## config.mk

```make
export PLATFORM = sky130hd
export DESIGN_NAME = skeleton_wvf_capture
export DESIGN_NICKNAME = d
export VERILOG_FILES = /design/src/rtl/skeleton_pkg.sv /design/src/rtl/skeleton_sync_fifo.sv /design/src/rtl/skeleton_wvf_capture.sv
export SDC_FILE = /design/constraint.sdc
export NUM_CORES = 2
export LEC_CHECK = 0
export BUFFER_PORTS_ARGS = -buffer_cell sky130_fd_sc_hd__buf_2
export CAP_MARGIN = 20
export CORE_ASPECT_RATIO = 1.25
export CORE_MARGIN = 2
export CORE_UTILIZATION = 55
export CTS_CLUSTER_DIAMETER = 80
export DETAILED_ROUTE_END_ITERATION = 6
export PLACE_DENSITY = 0.73
export RECOVER_POWER = 25
export SLEW_MARGIN = 10
export SYNTH_ARGS = -nofsm -noshare
export SYNTH_HDL_FRONTEND = slang
export SYNTH_SLANG_ARGS = --single-unit
```

## constraint.sdc

```tcl
create_clock -name CLK_SYS -period 3.71 [get_ports CLK_SYS]
set_clock_uncertainty 0.1 [all_clocks]
set_input_delay 0.371 -clock CLK_SYS [delete_from_list [all_inputs] [get_ports CLK_SYS]]
set_output_delay 0.371 -clock CLK_SYS [all_outputs]
set_load 0.05 [all_outputs]
```

## src/rtl/skeleton_pkg.sv

```systemverilog
// Shared types for the waveform LUT capture stage: sequencer states and
// header length.
package skeleton_pkg;

    typedef enum logic [2:0] {
        IDLE,
        WAIT,
        PULSE,
        CAPT,
        HEAD,
        DATA,
        DONE
    } state_t;

    localparam int HEAD_WORDS = 2;

endpackage

```

## src/rtl/skeleton_sync_fifo.sv

```systemverilog
// Single-clock capture FIFO. pop_data is the oldest entry, read straight
// from the storage flops, so a pop consumes the word already on pop_data.
module skeleton_sync_fifo #(
    parameter int WIDTH = 16,
    parameter int DEPTH = 256,
    localparam int AW = $clog2(DEPTH),
    localparam int CW = AW + 1
) (
    input  logic             CLK_SYS,
    input  logic             nRST,
    input  logic             push,
    input  logic [WIDTH-1:0] push_data,
    input  logic             pop,
    output logic [WIDTH-1:0] pop_data,
    output logic             full,
    output logic             empty,
    output logic [CW-1:0]    count
);

    logic [WIDTH-1:0] mem [DEPTH];
    logic [AW-1:0]    wr_ptr;
    logic [AW-1:0]    rd_ptr;
    logic [CW-1:0]    count_q;
    logic             do_push;
    logic             do_pop;

    assign full     = (count_q == CW'(DEPTH));
    assign empty    = (count_q == '0);
    assign count    = count_q;
    assign do_push  = push && !full;
    assign do_pop   = pop && !empty;
    assign pop_data = mem[rd_ptr];

    // Storage is not reset; the pointers alone define what is valid.
    always_ff @(posedge CLK_SYS) begin
        if (do_push) begin
            mem[wr_ptr] <= push_data;
        end
    end

    always_ff @(posedge CLK_SYS or negedge nRST) begin
        if (!nRST) begin
            wr_ptr  <= '0;
            rd_ptr  <= '0;
            count_q <= '0;
        end else begin
            if (do_push) begin
                wr_ptr <= wr_ptr + AW'(1);
            end
            if (do_pop) begin
                rd_ptr <= rd_ptr + AW'(1);
            end
            case ({do_push, do_pop})
                2'b10:   count_q <= count_q + CW'(1);
                2'b01:   count_q <= count_q - CW'(1);
                default: count_q <= count_q;
            endcase
        end
    end

endmodule

```

## src/rtl/skeleton_wvf_capture.sv

```systemverilog
// Capture stage for the waveform LUT skeleton: paces the LUT with trigger
// pulses, buffers returned samples, then streams header + samples to the host.
module skeleton_wvf_capture
    import skeleton_pkg::*;
#(
    parameter int BITWIDTH_SYS  = 16,
    parameter int BITWIDTH_HEAD = 32,
    parameter int FIFO_DEPTH    = 256,
    parameter int DIV_WIDTH     = 16,
    parameter int CAPT_DELAY    = 1,
    localparam int CNT_W = $clog2(FIFO_DEPTH) + 1
) (
    input  logic                     CLK_SYS,
    input  logic                     nRST,
    input  logic                     EN,
    input  logic                     START,
    input  logic [DIV_WIDTH-1:0]     TRG_DIV,
    output logic                     TRGG_START_CALC,
    input  logic [BITWIDTH_SYS-1:0]  DUT_DATA,
    input  logic                     DUT_RDY,
    input  logic [BITWIDTH_HEAD-7:0] DUT_HEAD,
    output logic [BITWIDTH_SYS-1:0]  M_DATA,
    output logic                     M_VALID,
    input  logic                     M_READY,
    output logic                     M_LAST,
    output logic                     BUSY,
    output logic                     OVERFLOW,
    output logic [CNT_W-1:0]         SAMPLE_CNT,
    output logic [2:0]               dbg_state
);

    state_t                   state_q, state_d;
    logic [DIV_WIDTH-1:0]     div_q, div_d;
    logic [DIV_WIDTH-1:0]     div_end;
    logic                     hidx_q, hidx_d;
    logic [31:0]              head_q;
    logic [BITWIDTH_SYS-1:0]  m_data_q;
    logic                     m_valid_q;
    logic                     m_last_q;
    logic                     overflow_q;
    logic [CNT_W-1:0]         sample_cnt_q;

    logic                     push, pop, load, load_last;
    logic [BITWIDTH_SYS-1:0]  load_data;
    logic                     start_acc, set_ovf, out_free;
    logic [BITWIDTH_SYS-1:0]  fifo_data;
    logic                     fifo_full, fifo_empty;
    logic [CNT_W-1:0]         fifo_count;

    skeleton_sync_fifo #(
        .WIDTH (BITWIDTH_SYS),
        .DEPTH (FIFO_DEPTH)
    ) u_fifo (
        .CLK_SYS   (CLK_SYS),
        .nRST      (nRST),
        .push      (push),
        .push_data (DUT_DATA),
        .pop       (pop),
        .pop_data  (fifo_data),
        .full      (fifo_full),
        .empty     (fifo_empty),
        .count     (fifo_count)
    );

    // Host handshake: a word moves when M_VALID && M_READY at a clock edge.
    // The output register only reloads when empty or being drained, so the
    // word is held unchanged while stalled.
    assign out_free = !m_valid_q || M_READY;
    assign div_end  = (TRG_DIV == '0) ? '0 : TRG_DIV - DIV_WIDTH'(1);

    always_comb begin
        state_d   = state_q;
        div_d     = div_q;
        hidx_d    = hidx_q;
        push      = 1'b0;
        pop       = 1'b0;
        load      = 1'b0;
        load_data = '0;
        load_last = 1'b0;
        start_acc = 1'b0;
        set_ovf   = 1'b0;
        if (EN) begin
            case (state_q)
                IDLE, DONE: begin
                    if (START) begin
                        state_d   = WAIT;
                        div_d     = '0;
                        start_acc = 1'b1;
                    end
                end
                WAIT: begin
                    if (div_q == div_end) state_d = PULSE;
                    else                  div_d   = div_q + DIV_WIDTH'(1);
                end
                PULSE: begin
                    state_d = CAPT;
                    div_d   = '0;
                end
                CAPT: begin
                    if (div_q == DIV_WIDTH'(CAPT_DELAY - 1)) begin
                        push   = !fifo_full;
                        hidx_d = 1'b0;
                        // End-of-table wins over a simultaneous full FIFO.
                        if (DUT_RDY) begin
                            state_d = HEAD;
                        end else if (fifo_count == CNT_W'(FIFO_DEPTH - 1)) begin
                            state_d = HEAD;
                            set_ovf = 1'b1;
                        end else begin
                            state_d = WAIT;
                            div_d   = '0;
                        end
                    end else begin
                        div_d = div_q + DIV_WIDTH'(1);
                    end
                end
                HEAD: begin
                    if (out_free) begin
                        load      = 1'b1;
                        load_data = (hidx_q == 1'b0) ? BITWIDTH_SYS'(head_q[31:16])
                                                     : BITWIDTH_SYS'(head_q[15:0]);
                        hidx_d    = hidx_q + 1'b1;
                        if (hidx_q == 1'(HEAD_WORDS - 1)) begin
                            load_last = fifo_empty;
                            state_d   = DATA;
                        end
                    end
                end
                DATA: begin
                    if (m_valid_q && M_READY && m_last_q) begin
                        state_d = DONE;
                    end else if (out_free && !fifo_empty) begin
                        pop       = 1'b1;
                        load      = 1'b1;
                        load_data = fifo_data;
                        load_last = (fifo_count == CNT_W'(1));
                    end
                end
                default: state_d = IDLE;
            endcase
        end
    end

    always_ff @(posedge CLK_SYS or negedge nRST) begin
        if (!nRST) begin
            state_q      <= IDLE;
            div_q        <= '0;
            hidx_q       <= 1'b0;
            head_q       <= '0;
            m_data_q     <= '0;
            m_valid_q    <= 1'b0;
            m_last_q     <= 1'b0;
            overflow_q   <= 1'b0;
            sample_cnt_q <= '0;
        end else begin
            state_q <= state_d;
            div_q   <= div_d;
            hidx_q  <= hidx_d;
            if (start_acc) begin
                head_q       <= 32'(DUT_HEAD);
                overflow_q   <= 1'b0;
                sample_cnt_q <= '0;
            end else begin
                if (set_ovf) overflow_q   <= 1'b1;
                if (push)    sample_cnt_q <= sample_cnt_q + CNT_W'(1);
            end
            if (load) begin
                m_data_q  <= load_data;
                m_valid_q <= 1'b1;
                m_last_q  <= load_last;
            end else if (m_valid_q && M_READY) begin
                m_valid_q <= 1'b0;
                m_last_q  <= 1'b0;
            end
        end
    end

    assign TRGG_START_CALC = EN && (state_q == PULSE);
    assign BUSY            = (state_q != IDLE) && (state_q != DONE);
    assign M_DATA          = m_data_q;
    assign M_VALID         = m_valid_q;
    assign M_LAST          = m_last_q;
    assign OVERFLOW        = overflow_q;
    assign SAMPLE_CNT      = sample_cnt_q;
    assign dbg_state       = state_q;

endmodule

```

== Yosys cells after proc, flatten, opt, wreduce, memory -nomap -nowiden ==
Memories as Yosys holds them, arrays and structs flattened.
Cells that the tools add are included.
Widths: inputs -> output; s select.

* Mux-type cells: 59
* Reduce and logical (&&, ||, !) cells: 26
* Eq/ne operators: 22
* Add/sub/neg operators: 8

{| class="wikitable"
|+ Operators by type and width
! operator !! number
|-
| $mux 16 || 11
|-
| $pmux 16 s4 || 1
|-
| $logic_not 16->1 || 2
|-
| $pmux 16 s2 || 1
|-
| $mux 1 || 31
|-
| $mux 3 || 8
|-
| $add 9x1->9 const B || 2
|-
| $mux 9 || 2
|-
| $pmux 3 s6 || 1
|-
| $pmux 9 s2 || 1
|-
| $add 16x1->16 const B || 1
|-
| $add 8x1->8 const B || 2
|-
| $eq 16x16->1 || 1
|-
| $sub 16x1->16 const B || 1
|-
| $ne 2x2->1 const B || 7
|-
| $reduce_bool 2->1 || 5
|-
| $eq 3x3->1 const B || 3
|-
| $eq 9x1->1 const B || 1
|-
| $eq 9x8->1 const B || 1
|-
| $eq 9x9->1 const B || 1
|-
| $logic_not 9->1 || 1
|-
| $ne 3x3->1 const B || 3
|-
| $sub 9x1->9 const B || 1
|-
| $logic_and 1x1->1 || 7
|-
| other kinds (15) || 20
|}

* Bits in registers: 99
* Output and inout bits: 33
* RAM bits: 4096
* Memories kept: 1

{| class="wikitable"
|+ Memories
! memory !! words !! bits a word !! read ports !! clocked after Yosys merged registers in !! write ports !! line !! text
|-
| u_fifo.mem || 256 || 16 || 1 || 0 || 1 || skeleton_sync_fifo.sv:20 || <nowiki>logic [WIDTH-1:0] mem [DEPTH];</nowiki>
|}

== Logic depth before layout (Yosys ltp) ==
* Word-level depth: 10
* Depth in mapped cells: 13

== Modules after synthesis ==
From an unflattened synthesis, not the netlist that was laid out.

* Cells, all modules: 7652
* Area total of the unflattened synthesis: 163538.1 sq um

{| class="wikitable"
|+ By module, submodules not included
! module !! instances !! area each (sq um) !! cells an instance
|-
| skeleton_sync_fifo || 1 || 159101.3 || 7171
|-
| skeleton_wvf_capture || 1 || 4436.8 || 481
|}

== Least setup slack after synthesis ==
Ideal clock, no wire load.

* Path type: register to register
* Start point: register state_q[1], in the netlist dbg_state[1]
* End point: memory u_fifo.mem[184][0] (enable)
* Cell stages (with the launch flop): 10
* Library setup time: 0.388 ns
* Path slack: -0.018 ns
* Path buffers: 2
* Data arrival time: 3.240 ns
* Clock period less this slack: 3.728 ns
* Cells stage by stage: dfrtp_1 clkbuf_1 inv_1 nor3_1 and3_1 inv_1 nor3b_1 nand2_1 clkbuf_1 nor2_1

* Cells in the longest elaborated chain, start to end: 6

{| class="wikitable"
|+ RTL lines
! item !! line !! text
|-
| from (decl) || skeleton_wvf_capture.sv:32 || <nowiki>state_t state_q, state_d;</nowiki>
|-
| from (signal assigned) || skeleton_wvf_capture.sv:156 || <nowiki>state_q <= state_d;</nowiki>
|-
| $eq 3x2->1 || skeleton_wvf_capture.sv:83 || <nowiki>case (state_q)</nowiki>
|-
| $mux 1 || skeleton_wvf_capture.sv:83 ||
|-
| $mux 1 || skeleton_wvf_capture.sv:82 || <nowiki>if (EN) begin</nowiki>
|-
| $logic_and 1x1->1 || skeleton_sync_fifo.sv:30 || <nowiki>assign do_push = push && !full;</nowiki>
|-
| $mux 1 || skeleton_sync_fifo.sv:36 || <nowiki>if (do_push) begin</nowiki>
|-
| $mux 1 (implied by the code) || skeleton_sync_fifo.sv:37 || <nowiki>mem[wr_ptr] <= push_data;</nowiki>
|-
| to (decl) || skeleton_sync_fifo.sv:20 ||
|}

Every way passes these cells.

== Worst setup path in the final report ==
* Start point: register u_fifo.rd_ptr[0]
* End point: register m_data_q[11], in the netlist M_DATA[11]

* Cells in the longest elaborated chain, start to end: 5

{| class="wikitable"
|+ RTL lines
! item !! line !! text
|-
| from (decl) || skeleton_sync_fifo.sv:22 || <nowiki>logic [AW-1:0] rd_ptr;</nowiki>
|-
| from (signal assigned) || skeleton_sync_fifo.sv:51 || <nowiki>rd_ptr <= rd_ptr + AW'(1);</nowiki>
|-
| $mem_v2 256x16 || n/a ||
|-
| $mux 16 || skeleton_wvf_capture.sv:132 || <nowiki>end else if (out_free && !fifo_empty) begin</nowiki>
|-
| $mux 16 || skeleton_wvf_capture.sv:130 || <nowiki>if (m_valid_q && M_READY && m_last_q) begin</nowiki>
|-
| $pmux 16 s2 || skeleton_wvf_capture.sv:83 ||
|-
| $mux 16 || skeleton_wvf_capture.sv:82 ||
|-
| to (signal assigned) || skeleton_wvf_capture.sv:168 || <nowiki>m_data_q <= load_data;</nowiki>
|-
| to (decl) || skeleton_wvf_capture.sv:37 || <nowiki>logic [BITWIDTH_SYS-1:0] m_data_q;</nowiki>
|}

Every way passes these cells.
A chain may end at the register's enable or synchronous reset.

==> out/metrics.yaml <==
critical_path:
  criticalPathCategory: "register to register"
  crit_arrival_ns: 4.53
  cp-end-kind: "register"
  path_cells: "buf_12 > buf_16 > buf_4 > clkbuf_16 > buf_4 > mux4_2 > mux2i_1 > a21oi_1 > a21oi_2 > nor3_1 > a21oi_1 > a31oi_1"
  cp_top_family: "compound AO/OA/AOI/OAI gates"
  path_max_fanout: 13
  cp.required_ns: 4.47
  reg2regPathDepth: 12
  start_kind: "register"
  worst_path_largest_cell_delay_ns: 0.93
  crit_buf_inv: 5
  slowest_stage: "a21oi_1"
  cp.depth: 12
logic_synthesis:
  yosysWarnings: 0
  ys_async_sr_fraction_pct: 2.36
  syn-cell-area_um2: 162000
  synth_top_area_share_pct: 76.1
  synth_edf_count: 4096
  ys.flop_type: "edfxtp_1"
  ys_types: 76
  synth_nets: 7375
  synth_top_area_cell: "edfxtp_1"
  netlist_instances: 7297
  synth.area.top_cells: "edfxtp_1, mux4_2, dfrtp_1"
  postSynthAreaPerCell_um2: 22.1
  synth-seq-cells: 4195
  seq_area_frac_synth_pct: 77.7
die:
  start_util_pct: 55.2
  io_pins: 97
  die-area_um2: 298000
  core_area_um2: 292000
  die_w_um: 489
  rows: 222
  die_y_um: 610
placed_design:
  gp_congestion: 0.917
  placedInstanceArea_um2: 177000
  portBuffers: 96
  dp_hpwl_um: 281000
detailed_routing:
  vias: 84900
  drtAntennaViolNets: 0
  drtIter0Drc: 12400
  firstDrtPassIters: 7
  drc_errors: 0
  wirelength_um: 458000
  wl_per_cell_um: 36.3
  vias_per_cell: 6.72
global_routing:
  grt_pass1_vias: 85400
  grt_pass1_wl_um: 640000
  grt_util_all_layers_pct: 30.6
  grt.overflow.total: 0
  antenna_found_initial: 15
  grt_max_degree: 137
timing:
  fin_crit_ns: 3.77
  fmax_ghz: 0.265
  finalHoldViolCount: 0
  rsz0062_at_grt: "true"
  finalCritPeriodShare_pct: 102
  timing.final.ws_setup_ns: -0.0629
  hold_ws_ns: 0.0884
  tightest_slew_ns: 3.47
  setup_viol: 4
  slew_violations: 1726
  tns_ns: -0.165
  slew_headroom_pct: -131
cts:
  cts-root-buf: "clkbuf_16"
  cts.sinks: 4195
  clk_latency_ns: 0.94
  cts_buffer_depth: 4
  cts_max_level: 5
  cts_made_buffers: 384
  cts_tree: "done"
  clkTransAtPathRegs_ns: 0.07
run:
  max-cap-violations: 21
pwr:
  leakage_uw: 0.0599
  p_per_area_nw_per_um2: 515
  vdd_drop_max_v: 0.000385
final_layout:
  finalNetCount: 8473
  final_common_cell: "edfxtp_1"
  drive_gt1_share_pct: 32.6
  area_growth_pct: 17.8
  final_cell_area_um2: 190000
  layout_common_cells: "edfxtp_1, mux4_2, buf_4"
hold_path:
  whs_path_depth: 5
  hold_class: "primary input to register"
outcome:
  status: "complete, but fails checks"
  violations: "max-capacitance violations, max-slew violations, negative setup slack"
==> cells in the mapped netlist, types with 9 or more instances <==
master and number:
a221oi_1 62, dfrtp_1 99, o22ai_1 54, o31ai_1 11, a21oi_1 115, a211oi_1 30, xor2_1 19, nor2_1 337
a31oi_1 21, nand2_1 102, and3_1 14, o32a_1 9, buf_2 34, nand4_1 18, or4_1 11, xnor2_1 26
mux2_2 34, nor4_1 10, nand2b_1 13, edfxtp_1 4096, nand3_1 43, clkbuf_1 250, mux4_2 1070, a22o_1 40
or3_1 19, a22oi_1 153, inv_1 20, nor3_1 58, nor2b_1 23, ha_1 14, o21ai_0 81, a211o_1 19
mux2i_1 151, buf_1 133
==> report_power, final <==
group	switching, uW	leakage (uW)	internal [uW]
sequential	91.8	0.0381	52100
clock	17300	0.00600	22000
combinational	3570	0.0159	2880
total	21000	0.0599	77000
==> cell families (layout without fill, tap and decap cells) <==
kind of cell	after synthesis	count (layout)	synth area share [%]
flip-flops	4195	4195	77.7
multiplexers	1256	1256	16.1
AND/OR/NAND/NOR	682	683	1.93
AO/OA/AOI/OAI	661	661	2.89
buffers and inverters	444	1856	1.08
XOR/XNOR	45	45	0.244
adder cells (fa/ha/maj)	14	14	0.108
other	0	7	0
==> final cells by class <==
cell class	count	area [um2]
inverters	23	91.3
multi-input cells	2659	34800
clock inverters	239	2190
well taps	3920	4900
clock buffers	462	10100
repair buffers	1132	12700
diodes	7	17.5
flip-flops and latches	4195	125000
fillers	18000	102000
==> worst min-delay path, stage by stage <==
cell,delay [ns]
buf_2,0.14
nand2_1,0.08
nor2_2,0.09
buf_4,0.27
nor2_1,0.13
==> per-stage QoR <==
step,setup WS [ns],power [uW],std cells,util [%]
global placement,-0.299,59200,11800,60.5
CTS,0.00371,98000,12600,65.0
global route,-0.0568,100000,12600,65.1
finish,-0.0629,98000,12600,65.1
floorplan,-0.0183,56600,7297,-
detailed placement,-0.408,59400,11800,60.5
==> registers in the layout, indices dropped and copies added (netlist names) <==
| signal | count |
|---|---|
| u_fifo.mem | 4096 |
| head_q | 26 |
| M_DATA | 16 |
| div_q | 16 |
| SAMPLE_CNT | 9 |
| u_fifo.count | 9 |
| u_fifo.rd_ptr | 8 |
| u_fifo.wr_ptr | 8 |
| dbg_state | 3 |
| M_LAST | 1 |
| M_VALID | 1 |
| OVERFLOW | 1 |
| hidx_q | 1 |
==> what timing repair did <==
action | in CTS | in global routing
setup endpoints to repair | 14 | 2721
hold buffers | 46 | 0
hold endpoints to repair | 451 | 0
gates resized for setup | 28 | 61
pin swaps | 2 | 3
gates cloned | 1 | 7
buffers inserted | 10 | 16
==> final timing paths <==
path	start	end	slack [ns]
min	START	SAMPLE_CNT[1]$_DFFE_PN0P_	0.09
min in group asynchronous	nRST	head_q[3]$_DFFE_PN0P_	0.38
max	u_fifo.rd_ptr[0]$_DFFE_PN0P_	M_DATA[11]$_DFFE_PN0P_	-0.06
max in group asynchronous	nRST	u_fifo.rd_ptr[3]$_DFFE_PN0P_	1.76
max reg2reg	u_fifo.rd_ptr[0]$_DFFE_PN0P_	M_DATA[11]$_DFFE_PN0P_	-0.06
min reg2reg	head_q[7]$_DFFE_PN0P_	head_q[7]$_DFFE_PN0P_	0.41
==> per-layer routing <==
| layer | part of all wire (%) | wire (um) | vias to the layer above | global-route usage [%] |
|---|---|---|---|---|
| met1 | 33 | 152000 | 44600 | 38.7 |
| met5 | 0.0059 | 27 | - | 0.0163 |
| met4 | 7.5 | 34600 | 4 | 19.2 |
| li1 | - | - | 33300 | - |
| met2 | 49 | 223000 | 6002 | 48.8 |
| met3 | 11 | 48700 | 1086 | 6.29 |
No activity file was read; power rests on OpenSTA's default activity.
